## src/rtl/seg_pkg.sv

```systemverilog
// -----------------------------------------------------------------------------
// seg_pkg -- shared constants for the multiplexed 7-segment display driver.
//
// Segment codes are active-high, bit order gfedcba (segment a = bit 0).
// MAX_DIGITS bounds the NUM_DIGITS parameter of seg_display_mux.
// -----------------------------------------------------------------------------
package seg_pkg;

  localparam logic [6:0] SEG_0    = 7'h3F;
  localparam logic [6:0] SEG_1    = 7'h06;
  localparam logic [6:0] SEG_2    = 7'h5B;
  localparam logic [6:0] SEG_3    = 7'h4F;
  localparam logic [6:0] SEG_4    = 7'h66;
  localparam logic [6:0] SEG_5    = 7'h6D;
  localparam logic [6:0] SEG_6    = 7'h7D;
  localparam logic [6:0] SEG_7    = 7'h07;
  localparam logic [6:0] SEG_8    = 7'h7F;
  localparam logic [6:0] SEG_9    = 7'h6F;
  localparam logic [6:0] SEG_DASH = 7'h40;  // shown for non-BCD codes A..F
  localparam logic [6:0] SEG_OFF  = 7'h00;

  localparam int MAX_DIGITS = 8;

endpackage

```

## src/rtl/bcd_to_seg.sv

```systemverilog
// -----------------------------------------------------------------------------
// bcd_to_seg -- combinational BCD to 7-segment encoder.
//
// Ports:
//   i_bcd  in  4  BCD digit; codes A..F are not decimal and show a dash
//   o_seg  out 7  active-high segment pattern, gfedcba (a = bit 0)
// -----------------------------------------------------------------------------
module bcd_to_seg
  import seg_pkg::*;
(
  input  logic [3:0] i_bcd,
  output logic [6:0] o_seg
);

  // NOTE: every output of an always_comb block gets a value before any branch;
  // otherwise an uncovered path holds its old value and a latch is inferred.
  always_comb begin
    o_seg = SEG_DASH;
    case (i_bcd)
      4'd0:    o_seg = SEG_0;
      4'd1:    o_seg = SEG_1;
      4'd2:    o_seg = SEG_2;
      4'd3:    o_seg = SEG_3;
      4'd4:    o_seg = SEG_4;
      4'd5:    o_seg = SEG_5;
      4'd6:    o_seg = SEG_6;
      4'd7:    o_seg = SEG_7;
      4'd8:    o_seg = SEG_8;
      4'd9:    o_seg = SEG_9;
      default: o_seg = SEG_DASH;
    endcase
  end

endmodule

```

## src/rtl/seg_display_mux.sv

```systemverilog
// -----------------------------------------------------------------------------
// seg_display_mux -- time-multiplexed driver for a NUM_DIGITS BCD 7-segment
// display with optional leading-zero blanking and optional blinking.
//
// Parameters:
//   NUM_DIGITS   digits scanned (1..8)
//   SCAN_DIV     clock cycles each digit stays selected (>= 2)
//   BLINK_FRAMES full scan frames per blink half-period (>= 1)
//
// Ports:
//   clk         in  1             system clock, rising edge
//   rst_n       in  1             asynchronous active-low reset
//   digits_bcd  in  4*NUM_DIGITS  packed BCD digits, digit 0 (units) in [3:0]
//   load        in  1             capture digits_bcd into the shadow register
//   blank_lead  in  1             blank leading zeros (digit 0 never blanked)
//   blink_en    in  1             blink the whole display
//   segments    out 7             registered segment pattern, gfedcba
//   digit_sel   out NUM_DIGITS    registered one-hot digit enable
//   frame_done  out 1             one-cycle pulse when the scan wraps to digit 0
//
// Build option:
//   SEG_BLINK_EN  when defined, builds the blink counter and honours blink_en;
//                 when undefined, blink_en is ignored and nothing blinks.
// -----------------------------------------------------------------------------
module seg_display_mux
  import seg_pkg::*;
#(
  parameter int NUM_DIGITS   = 3,
  parameter int SCAN_DIV     = 1000,
  parameter int BLINK_FRAMES = 64
) (
  input  logic                    clk,
  input  logic                    rst_n,
  input  logic [4*NUM_DIGITS-1:0] digits_bcd,
  input  logic                    load,
  input  logic                    blank_lead,
  input  logic                    blink_en,
  output logic [6:0]              segments,
  output logic [NUM_DIGITS-1:0]   digit_sel,
  output logic                    frame_done
);

  localparam int SCAN_W = $clog2(SCAN_DIV);
  localparam int IDX_W  = (NUM_DIGITS > 1) ? $clog2(NUM_DIGITS) : 1;

  if (NUM_DIGITS < 1 || NUM_DIGITS > MAX_DIGITS) begin : g_bad_num_digits
    $error("seg_display_mux: NUM_DIGITS must be 1..%0d", MAX_DIGITS);
  end
  if (SCAN_DIV < 2) begin : g_bad_scan_div
    $error("seg_display_mux: SCAN_DIV must be >= 2");
  end
  if (BLINK_FRAMES < 1) begin : g_bad_blink_frames
    $error("seg_display_mux: BLINK_FRAMES must be >= 1");
  end

  logic [4*NUM_DIGITS-1:0] r_shadow;
  logic [SCAN_W-1:0]       r_scan_cnt;
  logic [IDX_W-1:0]        r_index;
  logic [6:0]              r_segments;
  logic [NUM_DIGITS-1:0]   r_digit_sel;
  logic                    r_frame_done;

  logic                    w_scan_wrap;
  logic                    w_frame_wrap;
  logic [3:0]              w_digit;
  logic [6:0]              w_seg_code;
  logic [NUM_DIGITS-1:0]   w_sel_onehot;
  logic                    w_blank_digit;
  logic                    w_blink_off;

  // ---------------------------------------------------------------------------
  // Shadow register: the display shows a stable copy, not the live input.
  // ---------------------------------------------------------------------------
  // NOTE: the shadow register is reset like any other state so a display
  // powered up before the first load shows zeros rather than garbage.
  always_ff @(posedge clk or negedge rst_n) begin
    if (!rst_n) begin
      r_shadow <= '0;
    end else if (load) begin
      r_shadow <= digits_bcd;
    end
  end

  // ---------------------------------------------------------------------------
  // Scan timing: dwell counter and digit index.
  // ---------------------------------------------------------------------------
  assign w_scan_wrap  = (r_scan_cnt == SCAN_W'(SCAN_DIV - 1));
  assign w_frame_wrap = w_scan_wrap && (r_index == IDX_W'(NUM_DIGITS - 1));

  // NOTE: state registers use non-blocking assignments so every flop samples
  // the pre-edge values of the others, independent of statement order.
  always_ff @(posedge clk or negedge rst_n) begin
    if (!rst_n) begin
      r_scan_cnt <= '0;
      r_index    <= '0;
    end else if (w_scan_wrap) begin
      r_scan_cnt <= '0;
      r_index    <= w_frame_wrap ? '0 : r_index + IDX_W'(1);
    end else begin
      r_scan_cnt <= r_scan_cnt + SCAN_W'(1);
    end
  end

  // ---------------------------------------------------------------------------
  // Digit mux, one-hot select and leading-zero detection.
  // ---------------------------------------------------------------------------
  always_comb begin
    w_digit      = 4'h0;
    w_sel_onehot = '0;
    for (int i = 0; i < NUM_DIGITS; i++) begin
      if (r_index == IDX_W'(i)) begin
        w_digit         = r_shadow[4*i +: 4];
        w_sel_onehot[i] = 1'b1;
      end
    end
  end

  // Walk from the most significant digit down; a digit is a leading zero while
  // it and everything above it are zero. Digit 0 is never examined.
  always_comb begin
    logic zeros_above;
    zeros_above   = 1'b1;
    w_blank_digit = 1'b0;
    for (int i = NUM_DIGITS - 1; i >= 1; i--) begin
      zeros_above = zeros_above && (r_shadow[4*i +: 4] == 4'h0);
      if (zeros_above && (r_index == IDX_W'(i))) begin
        w_blank_digit = 1'b1;
      end
    end
  end

  bcd_to_seg u_bcd_to_seg (
    .i_bcd (w_digit),
    .o_seg (w_seg_code)
  );

  // ---------------------------------------------------------------------------
  // Blink control.
  // ---------------------------------------------------------------------------
`ifdef SEG_BLINK_EN
  localparam int BLINK_W = (BLINK_FRAMES > 1) ? $clog2(BLINK_FRAMES) : 1;

  logic [BLINK_W-1:0] r_blink_cnt;
  logic               r_blink_phase;

  // Frames are counted on the wrap event itself, i.e. the same edge that
  // raises frame_done. Dropping blink_en restarts the blink from the on phase.
  always_ff @(posedge clk or negedge rst_n) begin
    if (!rst_n) begin
      r_blink_cnt   <= '0;
      r_blink_phase <= 1'b0;
    end else if (!blink_en) begin
      r_blink_cnt   <= '0;
      r_blink_phase <= 1'b0;
    end else if (w_frame_wrap) begin
      if (r_blink_cnt == BLINK_W'(BLINK_FRAMES - 1)) begin
        r_blink_cnt   <= '0;
        r_blink_phase <= ~r_blink_phase;
      end else begin
        r_blink_cnt <= r_blink_cnt + BLINK_W'(1);
      end
    end
  end

  assign w_blink_off = blink_en && r_blink_phase;
`else
  logic w_unused_blink_en;
  assign w_unused_blink_en = blink_en;
  assign w_blink_off       = 1'b0;
`endif

  // ---------------------------------------------------------------------------
  // Output registers: select and pattern leave together, one cycle after the
  // index they describe.
  // ---------------------------------------------------------------------------
  always_ff @(posedge clk or negedge rst_n) begin
    if (!rst_n) begin
      r_segments   <= SEG_OFF;
      r_digit_sel  <= '0;
      r_frame_done <= 1'b0;
    end else begin
      r_digit_sel  <= w_sel_onehot;
      r_frame_done <= w_frame_wrap;
      if (w_blink_off || (blank_lead && w_blank_digit)) begin
        r_segments <= SEG_OFF;
      end else begin
        r_segments <= w_seg_code;
      end
    end
  end

  assign segments   = r_segments;
  assign digit_sel  = r_digit_sel;
  assign frame_done = r_frame_done;

endmodule

```

## config.mk

```make
export PLATFORM = sky130hd
export DESIGN_NAME = seg_display_mux
export DESIGN_NICKNAME = d
export VERILOG_FILES = /design/src/rtl/seg_pkg.sv /design/src/rtl/bcd_to_seg.sv /design/src/rtl/seg_display_mux.sv
export SDC_FILE = /design/constraint.sdc
export NUM_CORES = 1
export LEC_CHECK = 0
export ABC_AREA = 0
export CORE_UTILIZATION = 35
export CTS_CLUSTER_DIAMETER = 120
export DETAILED_ROUTE_END_ITERATION = 12
export PLACE_DENSITY = 0.64
export SYNTH_ARGS = -nofsm -noshare
export SYNTH_HDL_FRONTEND = slang
export SYNTH_SLANG_ARGS = --single-unit
```

## constraint.sdc

```tcl
create_clock -name clk -period 1.8 [get_ports clk]
set_input_delay 0.36 -clock clk [delete_from_list [all_inputs] [get_ports clk]]
set_output_delay 0.36 -clock clk [all_outputs]
set_load 0.02 [all_outputs]
```

==> out/metrics.cfg, run 1 <==
[yosys]
synth.ff_latch_count=35
synth_mux_area_frac=0.155
synth.net_count=152
synth.top_cells.by_area=dfrtp_1, mux2_2, ha_1, mux2i_1, buf_6
synthCells=130
synth_top_family_by_area=multiplexers
synth_top_area_frac=0.530
synthXorXnorAreaFrac=0.0265
yosys_warnings=0
synth.distinct_cells=36
synth-compound-area-share=0.0992
mappedNetlistArea_sq_mm=0.00165
synth-simple-area-share=0.114
syn_avg_cell_area_sq_um=12.7
synth_fa_ha_area_frac=0.0379
synth-seq-area-share=0.530
yosysTopAreaCell=dfrtp_1

[run_status]
violations=design-rule violations
status=finished, violations left

[critical_path]
cp-start-kind=register
crit_path_end_kind=register
cp.arrival_ps=1990
crit_path_top_delay_cell=dfrtp_2
cp_cell_sequence=mux2i_4 > a2bb2oi_4 > inv_2 > buf_4 > ha_4 > inv_2 > mux2i_1 > a211oi_1
critPathMostFrequentCell=inv_2
cp_max_fo=4
cpPeakStageDelay_ps=470
cp_data_required_time_ps=1990
path_class=reg -> reg

[cells_and_area]
post_layout_nonfiller_instances=233
fillers=379
final_common_cell=dfrtp_1
multiInputGateArea_sq_um=875
n_antenna_cell=0
final_cell_mix=dfrtp_1, clkdlybuf4s50_1, buf_4
syn_to_final_growth_pct=43.6
drive_gt1_frac=0.387
regArea_sq_um=877
nets=202

[power]
p_per_area_mw_per_mm2=783
leakage_nw=0.985
power_mw=1.86
vdd_drop_max_uv=374

[run]
drv_cap=0

[global_routing]
grt_pass1_vias=1246
grt_first_pass_wirelength_um=5790
grt_overflow_total=0
grt_max_degree=36
grt_use_total=0.152
antenna_found_initial=0

[die]
start_util=0.372
die_w_um=70.7
ios=28
dieArea_sq_mm=0.00500
fp.dieH_um=70.7
coreArea_sq_mm=0.00444
rows=24

[clock_network]
htreeDepth=2
cts_made_buffers=5
ctsHoldBuffers=0
clock_sinks=35
tritoncts=built
cts-root-buf=clkbuf_8
cts.clk_slew.worst_paths_ps=70
clkLatencyLatePin_ps=290
clock_path_buffers=2

[timing]
worst_hold_slack_ps=480
rsz0062_at_grt=yes
setup_tns_ps=0
worst_slack_ps=0.798
period_needed_ps=1800
worst_pin_slew_ps=448
skew_ps=5.74
max_freq_mhz=556
setup_viol=0
hold_viol=0
period_share=1.00
final_max_slew_viol_count=0
slew_headroom=0.701

[detailed_routing]
wl_met3_um=125
vias=1184
dr_wl_met2_um=1940
first_pass_iters=8
drtAntennaViolNets=0
detail_route.wl_per_cell_um=15.3
met1_length_um=1450
routed.top_layer=met4
drc=2
avgViaCountPerCell=5.08
drtIter0Drc=62
drt-total-wl_um=3570

[placed_design]
pre_cts_ws_ps=-77.8
portBuffers=26
gp_congestion=0.918
dp_cells=221
place_hpwl_um=2360

[worst_hold_path]
hold_class=in -> async

-- repair_timing --
action / 4_1_cts / 5_1_grt
gates cloned: 0 / 0
pin swaps: 4 / 5
resized for setup: 6 / 22
setup buffers: 2 / 2
endpoints found under the hold margin: 0 / 0
endpoints found under the setup margin: 5 / 10
-- where the power goes --
part	leakage [nW]	total, mW	switching [mW]	internal [mW]
logic	0.511	0.358	0.156	0.202
registers	0.422	0.879	0.0400	0.839
clock network	0.0515	0.620	0.271	0.349
total	0.985	1.86	0.466	1.39
-- through the flow --
| stage | cell area (sq um) | util |
|---|---|---|
| after global placement | 2100 | 0.472 |
| after detailed placement | 2100 | 0.472 |
| after floorplan | 1680 | - |
| final | 2370 | 0.534 |
| after CTS | 2240 | 0.504 |
| after global routing | 2370 | 0.534 |
-- area by class of cell --
cell class / count / share of cell area
Multi-Input combinational cell: 85 / 0.369
Sequential cell: 35 / 0.370
Clock buffer: 8 / 0.0422
Tap cell: 52 / 0.0274
Inverter: 5 / 0.00791
Timing Repair Buffer: 48 / 0.184
-- flip-flops by register name, summed over array words and instances (netlist names) --
name,count
r_index,2
frame_done,1
r_scan_cnt,10
digit_sel,3
r_shadow,12
segments,7
-- cell usage after synthesis, drive strengths merged --
cell and number:
a2bb2oi 4, nor3 2, xor2 3, or2 1, a211oi 3, nand3 6, mux2i 6, and3 2
a311oi 2, inv 5, buf 5, o22ai 1, xnor2 2, ha 5, nor4 2, nand2 5
nor4bb 1, and2 1, nor2 8, nor2b 3, nand4 2, a21o 2, o2bb2ai 1, mux2 17
dfrtp 35, a21oi 5, nand2b 1
-- worst max-delay path: cells and delay by family (launching register included) --
family	cells	cell delay [ps]
flops	1	470
mux	2	340
compound gates	2	470
buf+inv	3	270
fa+ha+maj	1	150
-- logic make-up after synthesis --
| group | Yosys count |
|---|---|
| flip-flops | 35 |
| AND/OR/NAND/NOR | 34 |
| multiplexers | 23 |
| AO/OA/AOI/OAI | 18 |
| buffers and inverters | 10 |
| XOR/XNOR | 5 |
| adder cells (fa/ha/maj) | 5 |
-- routing by layer --
layer	vias to the layer above	track usage
met2	21	0.275
met4	0	0.0467
met1	595	0.170
met5	-	0
met3	7	0.0499
li1	561	-
-- final timing paths --
check / start / end / slack, ps / cells past startpoint
min in group clk: r_scan_cnt[7] / r_scan_cnt[7] / 480 / 1
worst max register to register: r_index[0] / segments[5] / 0.8 / 8
worst min-delay path: rst_n / r_scan_cnt[6] / 480 / 2
worst max-delay path: r_index[0] / segments[5] / 0.8 / 8
max in group asynchronous: rst_n / r_index[0] / 980 / 2
worst min register to register: r_scan_cnt[7] / r_scan_cnt[7] / 480 / 1
Note: power is estimated with default switching activity, not from simulation.
==> inputs of run 2 (changes only) <==
--- a/config.mk
+++ b/config.mk
@@ -6,10 +6,11 @@
 export NUM_CORES = 1
 export LEC_CHECK = 0
 export ABC_AREA = 0
-export CORE_UTILIZATION = 35
+export CORE_UTILIZATION = 47
 export CTS_CLUSTER_DIAMETER = 120
 export DETAILED_ROUTE_END_ITERATION = 12
-export PLACE_DENSITY = 0.64
+export PLACE_DENSITY = 0.8
+export RECOVER_POWER = 100
 export SYNTH_ARGS = -nofsm -noshare
 export SYNTH_HDL_FRONTEND = slang
 export SYNTH_SLANG_ARGS = --single-unit
==> out/metrics.cfg, run 2 (synthesis gave the netlist of run 1 again) <==
[run_status]
status=finished clean

[timing]
worst_hold_slack_ps=486
hold_viol=0
worst_pin_slew_ps=837
setup_viol=0
rsz0062_at_grt=yes
period_share=0.991
max_freq_mhz=561
skew_ps=7.86
worst_slack_ps=16.0
period_needed_ps=1780
final_max_slew_viol_count=0
setup_tns_ps=0
slew_headroom=0.442

[placed_design]
pre_cts_ws_ps=-104
dp_cells=215
portBuffers=26
place_hpwl_um=2290
gp_congestion=0.749

[critical_path]
cp_cell_sequence=buf_4 > nor2b_4 > a2bb2oi_4 > inv_1 > ha_4 > mux2_4 > a211oi_2
path_delay_family=flip-flops
crit_path_top_delay_cell=dfrtp_2
cp_num_buf_inv=2
crit_end=segments[3]
cp.depth=7
cp.arrival_ps=2040
r2r_end=segments[3]
cpPeakStageDelay_ps=470
worst-r2r-cell-count=7
timing.rr.start=r_index[0]
cp_data_required_time_ps=2060
cp-startpoint=r_index[0]
ff2ff_setup_slack_ps=20
crit_path_end_kind=register
cp-start-kind=register
path_class=reg -> reg
cp_max_fo=4

[power]
seq_power_share=0.532
vdd_drop_max_uv=427
p_per_area_mw_per_mm2=728
comb_power_share=0.223
p_int_mw=1.19
switching_power_mw=0.459
clock_power_share=0.245
swShare=0.279
leakage_nw=0.955

[global_routing]
grt_use_total=0.183
antenna_found_initial=0
grt_overflow_total=0
grt_pass1_vias=1133
grt_first_pass_wirelength_um=4880
grt_max_degree=36

[die]
fp.dieH_um=61.3
die_w_um=61.3
start_util=0.491
dieArea_sq_mm=0.00376
rows=21
ios=28
coreArea_sq_mm=0.00336

[cells_and_area]
drive_gt1_frac=0.380
syn_to_final_growth_pct=37.2
fillers=268
final_cell_mix=dfrtp_1, clkdlybuf4s50_1, buf_4
final_common_cell=dfrtp_1
largest_reg_flops=12
top_register=r_shadow
nets=200
post_layout_nonfiller_instances=225
n_antenna_cell=0

[clock_network]
ctsHoldBuffers=0
cts_made_buffers=5
cts.clk_slew.worst_paths_ps=110
cts-root-buf=clkbuf_4
clkLatencyLatePin_ps=330
htreeDepth=2
clock_path_buffers=2
tritoncts=built
clock_sinks=35

[worst_hold_path]
hold_class=reg -> reg

[detailed_routing]
avgViaCountPerCell=5.28
drc=0
detail_route.wl_per_cell_um=14.8
drtAntennaViolNets=0
drt-total-wl_um=3330
first_pass_iters=4
vias=1189
drtIter0Drc=61

[run]
drv_cap=0

[run 2: worst register-to-register path, stage by stage (launching register included)]
cell and delay (ps):
dfrtp_2 470, buf_4 170, nor2b_4 190, a2bb2oi_4 80, inv_1 130, ha_4 220, mux2_4 270, a211oi_2 180
[run 2: worst min path at each step]
stage                  startpoint       endpoint  slack [ps]  cells past startpoint
floorplan                   rst_n   digit_sel[0]          60                      0
global placement    r_scan_cnt[0]  r_scan_cnt[0]         460                      1
detailed placement  r_scan_cnt[7]  r_scan_cnt[7]         470                      1
CTS                         rst_n  r_scan_cnt[8]         430                      2
global route        r_scan_cnt[7]  r_scan_cnt[7]         520                      1
finish              r_scan_cnt[7]  r_scan_cnt[7]         490                      1
[run 2: cell type report]
| type | instances | area, sq um | share of cell area |
|---|---|---|---|
| inverter | 5 | 18.8 | 0.00828 |
| clock buffer | 5 | 37.5 | 0.0166 |
| tap | 46 | 57.6 | 0.0254 |
| timing repair buffer | 46 | 415 | 0.183 |
| clock inverter | 3 | 15.0 | 0.00663 |
| sequential | 35 | 877 | 0.387 |
| multi-input combinational | 85 | 845 | 0.373 |
[run 2: metal layers]
metal	track usage	part of all wire
met1	0.211	0.40
met2	0.323	0.55
met3	0.0378	0.038
met4	0.0877	0.011
met5	0	0
[run 2: timing repair]
action                     4_1_cts  5_1_grt
pin swaps                        3        5
setup endpoints to repair        3        5
setup buffers                    1        1
gates resized for setup          6       16
cloned                           0        0
[run 2: metrics by stage]
stage               total power, mW  area [sq um]  utilization
floorplan                      1.04          1680            -
finish                         1.65          2270        0.674
global placement               1.18          2090        0.622
global route                   1.74          2270        0.674
detailed placement             1.20          2090        0.622
CTS                            1.62          2170        0.646
[run 2: power groups by stage]
stage	combinational (mW)	clock [mW]	sequential, mW
after CTS	0.325	0.418	0.875
after global routing	0.393	0.461	0.884
final	0.367	0.404	0.878
after floorplan	0.123	0	0.915
after global placement	0.295	0	0.885
after detailed placement	0.306	0	0.891
==> inputs of run 3 (changes only) <==
--- a/config.mk
+++ b/config.mk
@@ -6,6 +6,7 @@
 export NUM_CORES = 1
 export LEC_CHECK = 0
 export ABC_AREA = 0
+export CORE_MARGIN = 2
 export CORE_UTILIZATION = 47
 export CTS_CLUSTER_DIAMETER = 120
 export DETAILED_ROUTE_END_ITERATION = 12
==> out/metrics.cfg, run 3 (synthesis gave the netlist of run 1 again) <==
[critical_path]
cp-start-kind=register
worst-r2r-cell-count=6
cp_max_fo=4
path_class=reg -> reg
cp.arrival_ps=2070
crit_path_end_kind=register
ff2ff_setup_slack_ps=-20
timing.rr.start=r_index[0]
cp_data_required_time_ps=2060
r2r_end=segments[3]

[die]
start_util=0.491
rows=21
ios=28
dieArea_sq_mm=0.00400
fp.dieH_um=63.3
coreArea_sq_mm=0.00336
die_w_um=63.3

[cells_and_area]
largest_reg_flops=12
top_register=r_shadow
nets=201
syn_to_final_growth_pct=38.9
utilization=0.682
post_layout_nonfiller_instances=226
final_cell_mix=dfrtp_1, clkdlybuf4s50_1, buf_4
fin_area_sq_mm=0.00229
n_antenna_cell=0
drive_gt1_frac=0.372
final_common_cell=dfrtp_1

[timing]
period_share=1.01
slew_headroom=0.415
rsz0062_at_grt=yes
skew_ps=5.14
worst_pin_slew_ps=877
worst_hold_slack_ps=496
setup_tns_ps=-16.8
final_max_slew_viol_count=0
worst_slack_ps=-16.8
setup_viol=1
hold_viol=0
max_freq_mhz=550
period_needed_ps=1820

[detailed_routing]
vias=1173
avgViaCountPerCell=5.19
detail_route.wl_per_cell_um=15.0
drt-total-wl_um=3380
drc=0
first_pass_iters=4
drtIter0Drc=59
drtAntennaViolNets=0

[run]
drv_cap=0

[placed_design]
dp_cells=214
placed_area_sq_mm=0.00208
pre_cts_ws_ps=-124
portBuffers=26
place_hpwl_um=2330
gp_congestion=0.768

[clock_network]
clock_path_buffers=2
cts-root-buf=clkbuf_4
tritoncts=built
clock_sinks=35
cts.clk_slew.worst_paths_ps=100
cts_made_buffers=5
htreeDepth=2
ctsHoldBuffers=0
clkLatencyLatePin_ps=340

[power]
vdd_drop_max_uv=644
power_mw=1.73
p_per_area_mw_per_mm2=753
leakage_nw=0.964

[global_routing]
grt_pass1_vias=1168
grt_use_total=0.171
grt_overflow_total=0
grt_max_degree=36
grt_first_pass_wirelength_um=5210
antenna_found_initial=0

[worst_hold_path]
hold-path-cell-count=1
hold_end=r_scan_cnt[7]
hold_class=reg -> reg
hp-start=r_scan_cnt[7]

[run_status]
status=finished, violations left
violations=negative setup slack

## run 3: timing repair
item	4_1_cts	5_1_grt
endpoints found under the setup margin	3	9
pin swaps	2	6
buffers inserted	2	3
resized for setup	7	16
## run 3: worst max-delay path: stages, from the launching register on
cell and delay (ps):
dfrtp_2 470, mux2i_4 280, a2bb2oi_4 200, buf_6 120, ha_4 190, mux2_4 270, a211oi_2 200
## run 3: power breakdown
part | internal [mW] | total, mW | switching, mW
sequential | 0.838 | 0.879 | 0.0409
combinational | 0.205 | 0.361 | 0.155
clock | 0.230 | 0.489 | 0.259
## run 3: worst max path at each step
stage	startpoint	end	depth (start not counted)
final	r_index[0]	segments[3]	6
after global routing	r_index[0]	segments[3]	6
after CTS	r_index[0]	segments[3]	6
after detailed placement	r_index[0]	segments[3]	6
after global placement	r_index[0]	segments[0]	6
after floorplan	r_index[1]	segments[3]	8
## run 3: metal layers
layer,GRT usage,vias to the layer above,share of wire
met1,0.189,573,0.41
met5,0,-,0
met3,0.0321,7,0.039
met2,0.316,29,0.52
met4,0.0734,0,0.024
li1,-,564,-
## run 3: cell type report
class / count / area (sq um)
flip-flops and latches: 35 / 877
repair buffers: 47 / 427
fillers: 253 / 1070
well taps: 46 / 57.6
multi-input cells: 85 / 846
clock buffers: 8 / 68.8
inverters: 5 / 18.8
